==> src/rtl/hft_uart_pkg.sv <==
// Shared definitions for the market-data UART framing blocks.
// The transmitter and the receiver both use the frame layout and the delimiters defined here.
package hft_uart_pkg;

    localparam logic [7:0] MD_START     = 8'hF0;
    localparam logic [7:0] MD_STOP      = 8'h0F;
    localparam int         MD_FRAME_LEN = 19;
    localparam logic [4:0] MD_LAST_IDX  = 5'(MD_FRAME_LEN - 1);

    // Decoder-side markers, kept here so both ends of the link use the same constants.
    localparam logic [7:0] DEC_START = 8'h80;
    localparam logic [7:0] DEC_STOP  = 8'h01;
    localparam logic [7:0] DEC_BUY   = 8'hF0;
    localparam logic [7:0] DEC_SELL  = 8'h0F;

    typedef struct packed {
        logic [7:0]  addr;
        logic [31:0] buyprice;
        logic [31:0] sellprice;
        logic [31:0] buyvol;
        logic [31:0] sellvol;
    } md_frame_t;

    typedef enum logic [1:0] {
        ST_IDLE      = 2'd0,
        ST_SEND      = 2'd1,
        ST_WAIT_DONE = 2'd2
    } md_tx_state_e;

endpackage

==> src/rtl/md_frame_tx.sv <==
// Market-data frame transmitter: turns one md_dv strobe into a 19-byte frame
// (START, ADDR, four 32-bit fields LSB byte first, STOP) handed byte by byte to uart_tx.
//
// Handshakes:
//   md_dv is a 1-cycle strobe accepted only while md_busy is low. When accepted, all
//   md_* fields are captured that cycle and md_busy rises on the next one. A strobe
//   that arrives while md_busy is high is dropped and reported by md_overrun one cycle later.
//   uart_tx_dv is a 1-cycle strobe issued only when uart_tx_active is low. uart_tx_data
//   holds that byte until the next strobe. Only a uart_tx_done that follows a strobe
//   advances to the next byte; a done seen anywhere else is ignored.
import hft_uart_pkg::*;

module md_frame_tx #(
    parameter logic [7:0] START_BYTE = MD_START,
    parameter logic [7:0] STOP_BYTE  = MD_STOP,
    parameter int         CNT_W      = 16
) (
    input  logic             clk,
    input  logic             reset_n,
    input  logic             md_dv,
    input  logic [7:0]       md_addr,
    input  logic [31:0]      md_buyprice,
    input  logic [31:0]      md_sellprice,
    input  logic [31:0]      md_buyvol,
    input  logic [31:0]      md_sellvol,
    output logic             md_busy,
    output logic             md_overrun,
    output logic             uart_tx_dv,
    output logic [7:0]       uart_tx_data,
    input  logic             uart_tx_active,
    input  logic             uart_tx_done,
    output logic             frame_done,
    output logic [CNT_W-1:0] frame_count,
    output logic [1:0]       dbg_state
);

    md_tx_state_e     state_q, state_d;
    logic [4:0]       byte_idx_q, byte_idx_d;
    md_frame_t        frame_q, frame_d;
    logic             busy_q, busy_d;
    logic             overrun_q, overrun_d;
    logic             tx_dv_q, tx_dv_d;
    logic [7:0]       tx_data_q, tx_data_d;
    logic             frame_done_q, frame_done_d;
    logic [CNT_W-1:0] frame_count_q, frame_count_d;
    logic [7:0]       cur_byte;

    // Byte mux: select the frame byte for the current position, 32-bit fields LSB first.
    always_comb begin
        cur_byte = 8'h00;
        case (byte_idx_q)
            5'd0:    cur_byte = START_BYTE;
            5'd1:    cur_byte = frame_q.addr;
            5'd2:    cur_byte = frame_q.buyprice[7:0];
            5'd3:    cur_byte = frame_q.buyprice[15:8];
            5'd4:    cur_byte = frame_q.buyprice[23:16];
            5'd5:    cur_byte = frame_q.buyprice[31:24];
            5'd6:    cur_byte = frame_q.sellprice[7:0];
            5'd7:    cur_byte = frame_q.sellprice[15:8];
            5'd8:    cur_byte = frame_q.sellprice[23:16];
            5'd9:    cur_byte = frame_q.sellprice[31:24];
            5'd10:   cur_byte = frame_q.buyvol[7:0];
            5'd11:   cur_byte = frame_q.buyvol[15:8];
            5'd12:   cur_byte = frame_q.buyvol[23:16];
            5'd13:   cur_byte = frame_q.buyvol[31:24];
            5'd14:   cur_byte = frame_q.sellvol[7:0];
            5'd15:   cur_byte = frame_q.sellvol[15:8];
            5'd16:   cur_byte = frame_q.sellvol[23:16];
            5'd17:   cur_byte = frame_q.sellvol[31:24];
            5'd18:   cur_byte = STOP_BYTE;
            default: cur_byte = 8'h00;
        endcase
    end

    // Next-state and registered-output logic for the frame sequencer.
    always_comb begin
        state_d       = state_q;
        byte_idx_d    = byte_idx_q;
        frame_d       = frame_q;
        busy_d        = busy_q;
        tx_dv_d       = 1'b0;
        tx_data_d     = tx_data_q;
        frame_done_d  = 1'b0;
        frame_count_d = frame_count_q;
        // busy_q is high in every non-idle state, including the cycle of the final done.
        overrun_d     = md_dv && busy_q;

        case (state_q)
            ST_IDLE: begin
                if (md_dv) begin
                    frame_d.addr      = md_addr;
                    frame_d.buyprice  = md_buyprice;
                    frame_d.sellprice = md_sellprice;
                    frame_d.buyvol    = md_buyvol;
                    frame_d.sellvol   = md_sellvol;
                    byte_idx_d        = 5'd0;
                    busy_d            = 1'b1;
                    state_d           = ST_SEND;
                end
            end
            ST_SEND: begin
                if (!uart_tx_active) begin
                    tx_dv_d   = 1'b1;
                    tx_data_d = cur_byte;
                    state_d   = ST_WAIT_DONE;
                end
            end
            ST_WAIT_DONE: begin
                if (uart_tx_done) begin
                    if (byte_idx_q < MD_LAST_IDX) begin
                        byte_idx_d = byte_idx_q + 5'd1;
                        state_d    = ST_SEND;
                    end else begin
                        busy_d        = 1'b0;
                        frame_done_d  = 1'b1;
                        frame_count_d = frame_count_q + 1'b1;
                        state_d       = ST_IDLE;
                    end
                end
            end
            default: state_d = ST_IDLE;
        endcase
    end

    // State and output registers; reset aborts any frame in flight.
    always_ff @(posedge clk or negedge reset_n) begin
        if (!reset_n) begin
            state_q       <= ST_IDLE;
            byte_idx_q    <= 5'd0;
            frame_q       <= '0;
            busy_q        <= 1'b0;
            overrun_q     <= 1'b0;
            tx_dv_q       <= 1'b0;
            tx_data_q     <= 8'h00;
            frame_done_q  <= 1'b0;
            frame_count_q <= '0;
        end else begin
            state_q       <= state_d;
            byte_idx_q    <= byte_idx_d;
            frame_q       <= frame_d;
            busy_q        <= busy_d;
            overrun_q     <= overrun_d;
            tx_dv_q       <= tx_dv_d;
            tx_data_q     <= tx_data_d;
            frame_done_q  <= frame_done_d;
            frame_count_q <= frame_count_d;
        end
    end

    assign md_busy      = busy_q;
    assign md_overrun   = overrun_q;
    assign uart_tx_dv   = tx_dv_q;
    assign uart_tx_data = tx_data_q;
    assign frame_done   = frame_done_q;
    assign frame_count  = frame_count_q;
    assign dbg_state    = state_q;

endmodule

==> config.mk <==
export PLATFORM = sky130hd
export DESIGN_NAME = md_frame_tx
export DESIGN_NICKNAME = d
export VERILOG_FILES = /design/src/rtl/hft_uart_pkg.sv /design/src/rtl/md_frame_tx.sv
export SDC_FILE = /design/constraint.sdc
export NUM_CORES = 1
export LEC_CHECK = 0
export ABC_AREA = 1
export CAP_MARGIN = 20
export CORE_AREA = 2 2 123 125
export CTS_CLUSTER_DIAMETER = 80
export CTS_CLUSTER_SIZE = 14
export DETAILED_ROUTE_END_ITERATION = 10
export DIE_AREA = 0 0 125 127
export HOLD_SLACK_MARGIN = 0.08
export PLACE_DENSITY = 0.85
export SYNTH_ARGS = -nofsm -noshare
export SYNTH_HDL_FRONTEND = slang
export SYNTH_SLANG_ARGS = --single-unit
==> constraint.sdc <==
create_clock -name clk -period 4.5 [get_ports clk]
set_input_delay 1.125 -clock clk [delete_from_list [all_inputs] [get_ports clk]]
set_output_delay 1.125 -clock clk [all_outputs]
set_load 0.03 [all_outputs]
==> reports/qor.yml <==
timing:
  max_slew_margin_pct: 29.42
  setup-tns-final_ns: 0
  hold_viol_final: 0
  period_share_pct: 64.53
  fin_crit_ns: 2.904
  slew_viol_final: 0
  worst_pin_slew_ns: 1.055
  rsz0062_at_grt: "false"
  skew_ns: 0.008831
  whs_ns: 0.4797
  setup_viol_count_final: 0
  max_freq_mhz: 344.4
critical_path:
  reg2reg_depth: 10
  crit_top_cell: "nand2_1"
  r2r-end: "uart_tx_data[4]$_DFFE_PN0P_"
  crit_type: "in2reg"
  crit_path_cell_trace: "clkdlybuf4s50_1, nand2_4, inv_4, buf_4, nand2_1, nand2_1"
  worstPathArrival_ns: 3.27
  cp-end-kind: "flip-flop"
  reg2reg_setup_slack_ns: 2.12
  timing.critical_path.fanout_max: 62
  cp_slowest_cell: "buf_4"
  worstPathRequired_ns: 4.86
  max_stage_delay_ns: 0.58
  cp-start-kind: "input pin"
  r2r-start: "byte_idx_q[1]$_DFFE_PN0P_"
cells_and_area:
  nets: 1357
  area_delta_synth_final_pct: 30.91
  antenna-diode-count: 0
  final_core_util_pct: 71.76
  drive_above_1_share_pct: 3.761
placed_design:
  numPortBuffers: 170
  place_congestion: 0.9227
  dp.final_hpwl_um: 16060
cts:
  cts_buffers: 17
  hold_buffers: 0
  postCtsSetupBuffers: 0
  clock_sinks: 171
  htreeDepth: 4
  path_clk_slew_ns: 0.06
  max-clock-path-buffers: 2
  root_buffer: "clkbuf_16"
  ctsResizeCount: 0
  cts_tree: "done"
  clock_latency_ns: 0.43
drt:
  vias_per_cell: 5.333
  drc: 0
  wirelength_um: 23030
  drt_iter0_markers: 871
  vias: 7503
  wl_per_cell_um: 16.37
  dr.pass1.iters: 5
  ant_nets: 0
power_and_ir_drop:
  cellPowerDensity_nw_per_um2: 570.6
  vdd_drop_max_uv: 364.1
  fin_total_pwr_mw: 5.906
  p_leak_nw: 5.447
yosys:
  ys_ff_latch: 171
  syn_area_um2: 7906
  ys.flop_type: "dfrtp_1"
  syn-mean-instance-area_um2: 7.516
  syn_nets: 1199
  async_reset_ff_share_pct: 100.0
  synthCells: 1052
  synth_cell_type_count: 23
  ys_seq_area_share_pct: 54.12
  ys_warn_count: 0
  synth_edf_count: 0
die:
  io_pins: 171
  coreArea_um2: 14420
  start_util_pct: 54.81
  die_y_um: 127
  num_rows: 44
  die_area_um2: 15880
  chipWidth_um: 125
global_route:
  grt_use_total_pct: 29.85
  grt_max_degree: 100
  grt-ovfl-total: 0
  grt_pass1_vias: 7342
  antenna_found_initial: 0
  grt_pass1_wl_um: 36810
run_status:
  status: "completed"
hold_path:
  whs_path_depth: 2
  hold_class: "reg2reg"
  hp-start: "frame_q[100]$_DFFE_PN0P_"
  holdPathEnd: "frame_q[100]$_DFFE_PN0P_"
job:
  cap_viol_max_count: 0
==> worst max-delay path, delay by kind of cell <==
| kind | cells | cell delay, ns |
|---|---|---|
| buffers and inverters | 3 | 1.54 |
| AND/OR/NAND/NOR | 3 | 0.56 |
==> layout by cell type, fill, tap and decap left out <==
cell type,Yosys,routed
clkbuf_8,0,5
o21ai_0,21,21
nand2_4,0,1
clkbuf_1,21,4
buf_6,2,1
dfrtp_1,171,171
o22ai_1,1,1
clkbuf_16,0,17
clkdlybuf4s50_1,0,169
a21oi_1,4,4
nand4_1,6,6
o21bai_1,6,6
inv_4,0,1
buf_12,0,1
inv_2,2,2
buf_4,0,5
clkinv_2,0,3
nand3_1,64,64
xnor2_1,6,6
inv_1,35,34
nand2_2,1,1
nor2_2,2,3
nor3_1,7,7
ha_1,6,6
buf_8,0,1
nor2b_2,1,1
a21oi_2,1,1
nand2_1,594,593
bufinv_16,0,2
nor2_1,79,78
clkinv_4,0,1
xor2_1,7,7
==> registers in the layout, indices dropped and copies added, names as in the netlist <==
register      count
md_busy           1
frame_done        1
dbg_state         2
frame_q         136
uart_tx_dv        1
frame_count      16
uart_tx_data      8
md_overrun        1
byte_idx_q        5
==> cells in the mapped netlist (2+ instances only) <==
library cell / number / area, um2
nand2_1: 594 / 2230
dfrtp_1: 171 / 4279
nor2_1: 79 / 296.5
nand3_1: 64 / 320.3
inv_1: 35 / 131.4
clkbuf_1: 21 / 78.83
o21ai_0: 21 / 105.1
buf_2: 8 / 40.04
buf_1: 7 / 26.28
nor3_1: 7 / 35.03
xor2_1: 7 / 61.31
ha_1: 6 / 75.07
nand4_1: 6 / 37.54
o21bai_1: 6 / 45.04
xnor2_1: 6 / 52.55
a21oi_1: 4 / 20.02
buf_6: 2 / 22.52
inv_2: 2 / 7.510
nor2_2: 2 / 12.51
==> routing by layer <==
metal | GRT usage (%) | vias to the layer above | part of all wire (%)
met5 | 0 | - | 0
li1 | - | 3558 | -
met1 | 39.26 | 3503 | 41
met3 | 7.203 | 59 | 8.7
met2 | 47.54 | 383 | 47
met4 | 13.53 | 0 | 3.8
==> cell type report <==
| class | count | area (um2) |
|---|---|---|
| fillers | 1116 | 4074 |
| well taps | 184 | 230.2 |
| clock buffers | 26 | 509.2 |
| multi-input cells | 806 | 3331 |
| flip-flops and latches | 171 | 4279 |
| inverters | 37 | 141.4 |
| repair buffers | 177 | 1775 |
| clock inverters | 6 | 83.83 |
==> logic make-up after synthesis <==
logic type | synth area share [%]
compound gates | 2.342
xor+xnor | 1.440
fa+ha+maj | 0.9495
buf+inv | 3.877
flops | 54.12
simple gates | 37.27
==> where the power goes <==
| group | internal [mW] | switching [mW] |
|---|---|---|
| Sequential | 2.19 | 0.401 |
| Clock | 0.890 | 0.585 |
| Combinational | 0.650 | 1.19 |
| Total | 3.73 | 2.18 |
==> how the worst max path moves through the flow <==
| stage | startpoint | end | slack (ns) | depth (start not counted) |
|---|---|---|---|---|
| finish | md_dv | frame_q[1]$_DFFE_PN0P_ | 1.60 | 6 |
| global route | md_dv | frame_q[1]$_DFFE_PN0P_ | 1.46 | 6 |
| CTS | md_dv | frame_q[123]$_DFFE_PN0P_ | 1.64 | 6 |
| detailed placement | md_dv | frame_q[51]$_DFFE_PN0P_ | 1.21 | 6 |
| global placement | md_dv | frame_q[4]$_DFFE_PN0P_ | 1.28 | 6 |
| floorplan | uart_tx_active | uart_tx_data[6]$_DFFE_PN0P_ | 2.51 | 5 |
==> per-stage QoR <==
step / cells / area, um2 / worst slack (ns)
2_1_floorplan: 1052 / 7906 / 2.514
3_3_place_gp: 1374 / 9742 / 1.282
3_5_place_dp: 1374 / 9742 / 1.214
4_1_cts: 1406 / 10330 / 1.643
5_1_grt: 1407 / 10350 / 1.459
6_report: 1407 / 10350 / 1.596
Power figures use the tool's default switching activity.
